$ cat src/rtl/score_display.sv
// score_display: BCD score counter with a frame-synchronous snapshot and a
// 2-stage pixel renderer that draws the snapshot as scaled 16x32 glyphs.
//
// Ports
//   clk, rst_n        : clock, asynchronous active-low reset
//   x, y              : current VGA pixel coordinate
//   pos_x, pos_y      : top-left corner of the most significant digit
//   enable            : drawing enable (pipelined with the pixel)
//   inc, clr          : score increment (one per cycle high), synchronous clear
//   r, g, b, hit      : pixel colour and lit-glyph flag, 2 cycles after x/y
//   score, sat        : live BCD score (MS digit in top nibble), saturation flag
module score_display #(
  parameter int unsigned DIGITS     = 4,
  parameter int unsigned SCALE_LOG2 = 1,
  parameter int unsigned BLANK_LZ   = 1,
  parameter logic [7:0]  FG_R       = 8'hFF,
  parameter logic [7:0]  FG_G       = 8'hFF,
  parameter logic [7:0]  FG_B       = 8'hFF
) (
  input  logic                  clk,
  input  logic                  rst_n,
  input  logic [9:0]            x,
  input  logic [9:0]            y,
  input  logic [9:0]            pos_x,
  input  logic [9:0]            pos_y,
  input  logic                  enable,
  input  logic                  inc,
  input  logic                  clr,
  output logic [7:0]            r,
  output logic [7:0]            g,
  output logic [7:0]            b,
  output logic                  hit,
  output logic [DIGITS*4-1:0]   score,
  output logic                  sat
);

  localparam int unsigned SW     = DIGITS * 4;
  localparam int unsigned CELL_W = 16 << SCALE_LOG2;
  localparam int unsigned CELL_H = 32 << SCALE_LOG2;
  localparam int unsigned SPAN_W = DIGITS * CELL_W;
  localparam int unsigned CW     = 11;
  localparam int unsigned IDX_W  = 3;

  // Outlined seven-segment style glyph ROM; column 0 is the leftmost pixel.
  // Segment order {a,b,c,d,e,f,g}; '1' is a centre bar on a full-width base.
  function automatic logic glyph_bit(input logic [3:0] d,
                                     input logic [4:0] row,
                                     input logic [3:0] col);
    logic [6:0] seg;
    logic       one;
    logic       top, bot, mid, lft, rgt, upr, lwr;
    seg = '0;
    one = 1'b0;
    top = (row <= 5'd1);
    bot = (row >= 5'd30);
    mid = (row == 5'd15) || (row == 5'd16);
    lft = (col <= 4'd1);
    rgt = (col >= 4'd14);
    upr = (row <= 5'd16);
    lwr = (row >= 5'd15);
    case (d)
      4'd0: seg = 7'b1111110;
      4'd1: one = 1'b1;
      4'd2: seg = 7'b1101101;
      4'd3: seg = 7'b1111001;
      4'd4: seg = 7'b0110011;
      4'd5: seg = 7'b1011011;
      4'd6: seg = 7'b1011111;
      4'd7: seg = 7'b1110000;
      4'd8: seg = 7'b1111111;
      4'd9: seg = 7'b1111011;
      default: seg = 7'b0000000;
    endcase
    glyph_bit = (seg[6] && top) || (seg[5] && rgt && upr) ||
                (seg[4] && rgt && lwr) || (seg[3] && bot) ||
                (seg[2] && lft && lwr) || (seg[1] && lft && upr) ||
                (seg[0] && mid) ||
                (one && ((row == 5'd31) ||
                         ((row != 5'd0) && ((col == 4'd7) || (col == 4'd8)))));
  endfunction

  // BCD +1 with ripple carry; all_nines means the increment would overflow
  logic [SW-1:0] score_inc;
  logic          all_nines;

  always_comb begin
    logic carry;
    score_inc = score;
    carry     = 1'b1;
    for (int unsigned i = 0; i < DIGITS; i++) begin
      if (carry) begin
        if (score[i*4 +: 4] == 4'd9) begin
          score_inc[i*4 +: 4] = 4'd0;
        end else begin
          score_inc[i*4 +: 4] = score[i*4 +: 4] + 4'd1;
          carry               = 1'b0;
        end
      end
    end
    all_nines = carry;
  end

  // Live score; clear wins over increment, saturation freezes at all nines
  always_ff @(posedge clk or negedge rst_n) begin
    if (!rst_n) begin
      score <= '0;
      sat   <= 1'b0;
    end else if (clr) begin
      score <= '0;
      sat   <= 1'b0;
    end else if (inc && !sat) begin
      if (all_nines) sat   <= 1'b1;
      else           score <= score_inc;
    end
  end

  // Frame-start snapshot so a whole frame renders one consistent value
  logic [SW-1:0] snap;

  always_ff @(posedge clk or negedge rst_n) begin
    if (!rst_n)                        snap <= '0;
    else if (x == 10'd0 && y == 10'd0) snap <= score;
  end

  // Leading-zero blanking mask, index 0 = most significant digit
  logic [DIGITS-1:0] blank;

  always_comb begin
    logic lead;
    lead  = 1'b1;
    blank = '0;
    for (int unsigned i = 0; i < DIGITS; i++) begin
      lead     = lead && (snap[(DIGITS-1-i)*4 +: 4] == 4'd0);
      blank[i] = (BLANK_LZ != 0) && lead && (i != DIGITS - 1);
    end
  end

  // Stage 1 geometry at 11 bits so pos+extent never wraps into a false hit
  logic [CW-1:0] x_w, y_w, px_w, py_w, dx, dy;
  logic          in_cell_c;

  assign x_w  = CW'(x);
  assign y_w  = CW'(y);
  assign px_w = CW'(pos_x);
  assign py_w = CW'(pos_y);
  assign dx   = x_w - px_w;
  assign dy   = y_w - py_w;
  assign in_cell_c = (x_w >= px_w) && (x_w < px_w + CW'(SPAN_W)) &&
                     (y_w >= py_w) && (y_w < py_w + CW'(CELL_H));

  logic             s1_in, s1_en;
  logic [IDX_W-1:0] s1_idx;
  logic [4:0]       s1_row;
  logic [3:0]       s1_col;

  always_ff @(posedge clk or negedge rst_n) begin
    if (!rst_n) begin
      s1_in  <= 1'b0;
      s1_en  <= 1'b0;
      s1_idx <= '0;
      s1_row <= '0;
      s1_col <= '0;
    end else begin
      s1_in  <= in_cell_c;
      s1_en  <= enable;
      s1_idx <= IDX_W'(dx >> (4 + SCALE_LOG2));
      s1_row <= 5'(dy >> SCALE_LOG2);
      s1_col <= 4'(dx >> SCALE_LOG2);
    end
  end

  // Stage 2 digit select; an out-of-range index behaves as a blanked digit
  logic [3:0] digit_c;
  logic       blank_c;
  logic       hit_c;

  always_comb begin
    digit_c = 4'hF;
    blank_c = 1'b1;
    for (int unsigned i = 0; i < DIGITS; i++) begin
      if (s1_idx == IDX_W'(i)) begin
        digit_c = snap[(DIGITS-1-i)*4 +: 4];
        blank_c = blank[i];
      end
    end
    hit_c = s1_en && s1_in && !blank_c && glyph_bit(digit_c, s1_row, s1_col);
  end

  // ROM lookup and qualification resolve into the stage-2 output registers
  always_ff @(posedge clk or negedge rst_n) begin
    if (!rst_n) begin
      hit <= 1'b0;
      r   <= 8'd0;
      g   <= 8'd0;
      b   <= 8'd0;
    end else begin
      hit <= hit_c;
      r   <= hit_c ? FG_R : 8'd0;
      g   <= hit_c ? FG_G : 8'd0;
      b   <= hit_c ? FG_B : 8'd0;
    end
  end

endmodule

$ cat config.mk
export PLATFORM = sky130hd
export DESIGN_NAME = score_display
export DESIGN_NICKNAME = d
export VERILOG_FILES = /design/src/rtl/score_display.sv
export SDC_FILE = /design/constraint.sdc
export NUM_CORES = 1
export LEC_CHECK = 0
export ABC_CLOCK_PERIOD_IN_PS = 3800
export CAP_MARGIN = 20
export CORE_AREA = 5 5 98 82
export DETAILED_ROUTE_END_ITERATION = 12
export DIE_AREA = 0 0 103 87
export GPL_ROUTABILITY_DRIVEN = 0
export GPL_TIMING_DRIVEN = 0
export PLACE_DENSITY = 0.82
export RECOVER_POWER = 50
export SYNTH_ARGS = -nofsm -noshare
export SYNTH_HDL_FRONTEND = slang
export SYNTH_SLANG_ARGS = --single-unit
$ cat constraint.sdc
create_clock -name clk -period 3.8 [get_ports clk]
set_input_delay 0.57 -clock clk [delete_from_list [all_inputs] [get_ports clk]]
set_output_delay 0.57 -clock clk [all_outputs]
set_load 0.03 [all_outputs]
==> metrics.md <==
| Metric | Value |
|---|---|
| Final nets | `576` |
| Cts bufs inserted | `5` |
| Via/cell ratio | `5.69` |
| IO Pins | `87` |
| Area contributors post-synth | `dfrtp_1, ha_1, buf_4, mux2_2, inv_1` |
| Layout cell share with drive strength beyond 1 | `0.128` |
| Leakage Power | `0.00221 uW` |
| Int Power | `883 uW` |
| P per Cell Area | `274 mW/mm^2` |
| DIE AREA | `0.00896 mm^2` |
| Worst skew pair latency | `310 ps` |
| Sequential area share after synthesis | `0.324` |
| Cell Area, Synth | `0.00371 mm^2` |
| Die Ht | `87 um` |
| Total power | `1300 uW` |
| Die X | `103 um` |
| Gr usage total | `0.197` |
| # rows | `28` |
| Reg power frac | `0.450` |
| Final Non-Filler Cells | `583` |
| Final TNS setup | `0 ps` |
| WP data arrival | `3080 ps` |
| Vias in the first global route | `3140` |
| Core area | `0.00708 mm^2` |
| Hold_ws | `437 ps` |
| Total setup buffers inserted after CTS | `0` |
| Dpl cells | `575` |
| DRT Pass-1 Iters | `6` |
| R2r setup slk | `920 ps` |
| Clk buf depth | `2` |
| Fmax | `347 MHz` |
| Skew final | `12.1 ps` |
| RSZ-0062 raised after global routing | `no` |
| Clk slew on worst S/H paths | `90 ps` |
| Maxcap violations | `0` |
| Number of hold violations in the final report | `0` |
| Initial core utilization | `0.524` |
| Final worst-path cycle share | `0.757` |
| YS warnings | `0` |
| Clock network power share | `0.247` |
| Number of flops mapped to enable cells by yosys | `0` |
| CTS resizes | `0` |
| Average wire per standard cell | `14.9 um` |
| Post-Syn Instances | `398` |
| DR vias | `3315` |
| Slew HR | `0.0291` |
| Final HPWL DP | `7.03 mm` |
| Grt total ovfl | `0` |
| Primary FF master, synth | `dfrtp_1` |
| CTS tree | `done` |
| Synth Register Bits | `48` |
| CTS H-tree depth | `2` |
| Syn Area/Cell | `9.31 um^2` |
| Max-slew violations | `0` |
| Critical path peak fanout | `7` |
| Commonest cells in the netlist | `dfrtp_1, inv_1, ha_1, a21oi_1, buf_4` |
| Critical Path Start Type | `register` |
| Hold Path Class | `input pin to asynchronous set/reset pin` |
| Final setup viols | `0` |
| Sw Share | `0.323` |
| Peak supply drop | `194 uV` |
| Layout area overhead | `28.2%` |
| Worst Tran Pin Value | `1460 ps` |
| First-pass GRT wire length | `14.3 mm` |
| Worst Path Required | `4000 ps` |
| Yosys top cell by area | `dfrtp_1` |
| DRC | `0` |
| Synth async-reset ratio | `1.00` |
| Area share of the largest cell type after synthesis | `0.324` |
| Combinational power share | `0.302` |
| Post-synth cell types | `64` |
| Syn_nets | `482` |
| Largest net degree at the start of global routing | `29` |
| Most instantiated library cell after synthesis | `dfrtp_1` |
| Initial antenna violation count | `0` |
| Clock sink count | `48` |
| Detailed Route Iter0 Violations | `124` |
| Setup Crit Path Kind | `register to register` |
| Switch Pwr | `421 uW` |
| PortBufs | `86` |
| Final ANT Viol Nets | `0` |
| Worst setup EP type | `register` |
| Status | `finished, final reports clean` |
| CTS root buf | `clkbuf_8` |
| Hold-fix buffers, CTS | `0` |
| Post-Route WL | `8.67 mm` |
| Tmin final | `2880 ps` |
| Antenna diodes | `0` |
power groups by stage:
stage | combinational, uW | sequential, uW | clock (uW)
6_report | 394 | 587 | 322
5_1_grt | 438 | 593 | 350
4_1_cts | 400 | 586 | 326
3_5_place_dp | 396 | 596 | 0
3_3_place_gp | 379 | 593 | 0
2_1_floorplan | 240 | 604 | 0
cells in the final DEF, fill, tap and decap left out, types with 3 or more instances in the layout:
cell type        instances
or3_1                    4
buf_4                   24
nor3_1                   9
clkbuf_8                 6
xor2_1                   3
dfrtp_1                 48
nand3_1                 15
o31ai_1                  3
xnor2_1                 11
nor2b_1                  5
or4_1                    3
nand2b_1                 5
a21oi_1                 25
inv_1                   43
dlygate4sd3_1           16
nor2_1                  20
mux2i_1                  4
o211ai_1                 4
a41oi_1                  3
mux2_2                  15
clkdlybuf4s50_1         69
nor4_1                   7
o22ai_1                  3
a21o_1                   6
nand3b_1                 4
a31oi_1                  4
nand4_1                  3
nand2_1                 19
and3_1                   4
o21ai_0                 17
ha_1                    37
clkbuf_1                 5
nor3b_1                  3
per-stage QoR:
| step | instance area, um^2 | utilization | worst slack, ps |
|---|---|---|---|
| 6_report | 4750 | 0.672 | 922 |
| 5_1_grt | 4750 | 0.672 | 655 |
| 4_1_cts | 4790 | 0.677 | 1000 |
| 3_5_place_dp | 4700 | 0.664 | 705 |
| 3_3_place_gp | 4680 | 0.661 | 799 |
| 2_1_floorplan | 3710 | - | 1580 |
kinds of logic after synthesis:
logic type | count (synthesis) | synth area share
multiplexers | 24 | 0.0827
AND/OR/NAND/NOR | 114 | 0.167
AO/OA/AOI/OAI | 86 | 0.155
adder cells (fa/ha/maj) | 39 | 0.136
XOR/XNOR | 14 | 0.0331
buffers and inverters | 73 | 0.103
flip-flops | 48 | 0.324
registers in the layout, summed over array words and instances (netlist names):
| name | cells |
|---|---|
| b | 1 |
| s1_col | 4 |
| s1_en | 1 |
| s1_idx | 3 |
| s1_in | 1 |
| s1_row | 5 |
| sat | 1 |
| score | 16 |
| snap | 16 |
cell type report:
class / count / area (um^2)
Inverter: 44 / 165
Tap cell: 90 / 113
Multi-Input combinational cell: 277 / 2110
Clock inverter: 1 / 7.51
Timing Repair Buffer: 87 / 858
Sequential cell: 48 / 1200
Clock buffer: 7 / 86.3
Fill cell: 555 / 2320
Buffer: 29 / 215
worst max-delay path, stage by stage (launching register included):
cell	delay [ps]
dfrtp_1	450
inv_1	80
ha_1	160
nand3b_1	190
o41ai_1	1070
nor2_1	230
nor2_2	290
nor3_1	80
a21oi_1	120
o21ai_0	90
metal layers:
layer | wire, um | global-route usage
met2 | 4180 | 0.329
met5 | 0 | 0
met1 | 3710 | 0.265
met3 | 685 | 0.0328
met4 | 93 | 0.0565
path summary, 6_finish.rpt:
| check | from | end | depth (start not counted) |
|---|---|---|---|
| min in group clk | snap[2]$_DFFE_PN0P_ | snap[2]$_DFFE_PN0P_ | 1 |
| worst min-delay path | rst_n | score[6]$_DFFE_PN0P_ | 1 |
| max in group asynchronous | rst_n | s1_row[1]$_DFF_PN0_ | 2 |
| worst max register to register | score[1]$_DFFE_PN0P_ | score[7]$_DFFE_PN0P_ | 9 |
| worst min register to register | snap[2]$_DFFE_PN0P_ | snap[2]$_DFFE_PN0P_ | 1 |
| worst max-delay path | score[1]$_DFFE_PN0P_ | score[7]$_DFFE_PN0P_ | 9 |
Power figures use the tool's default switching activity.
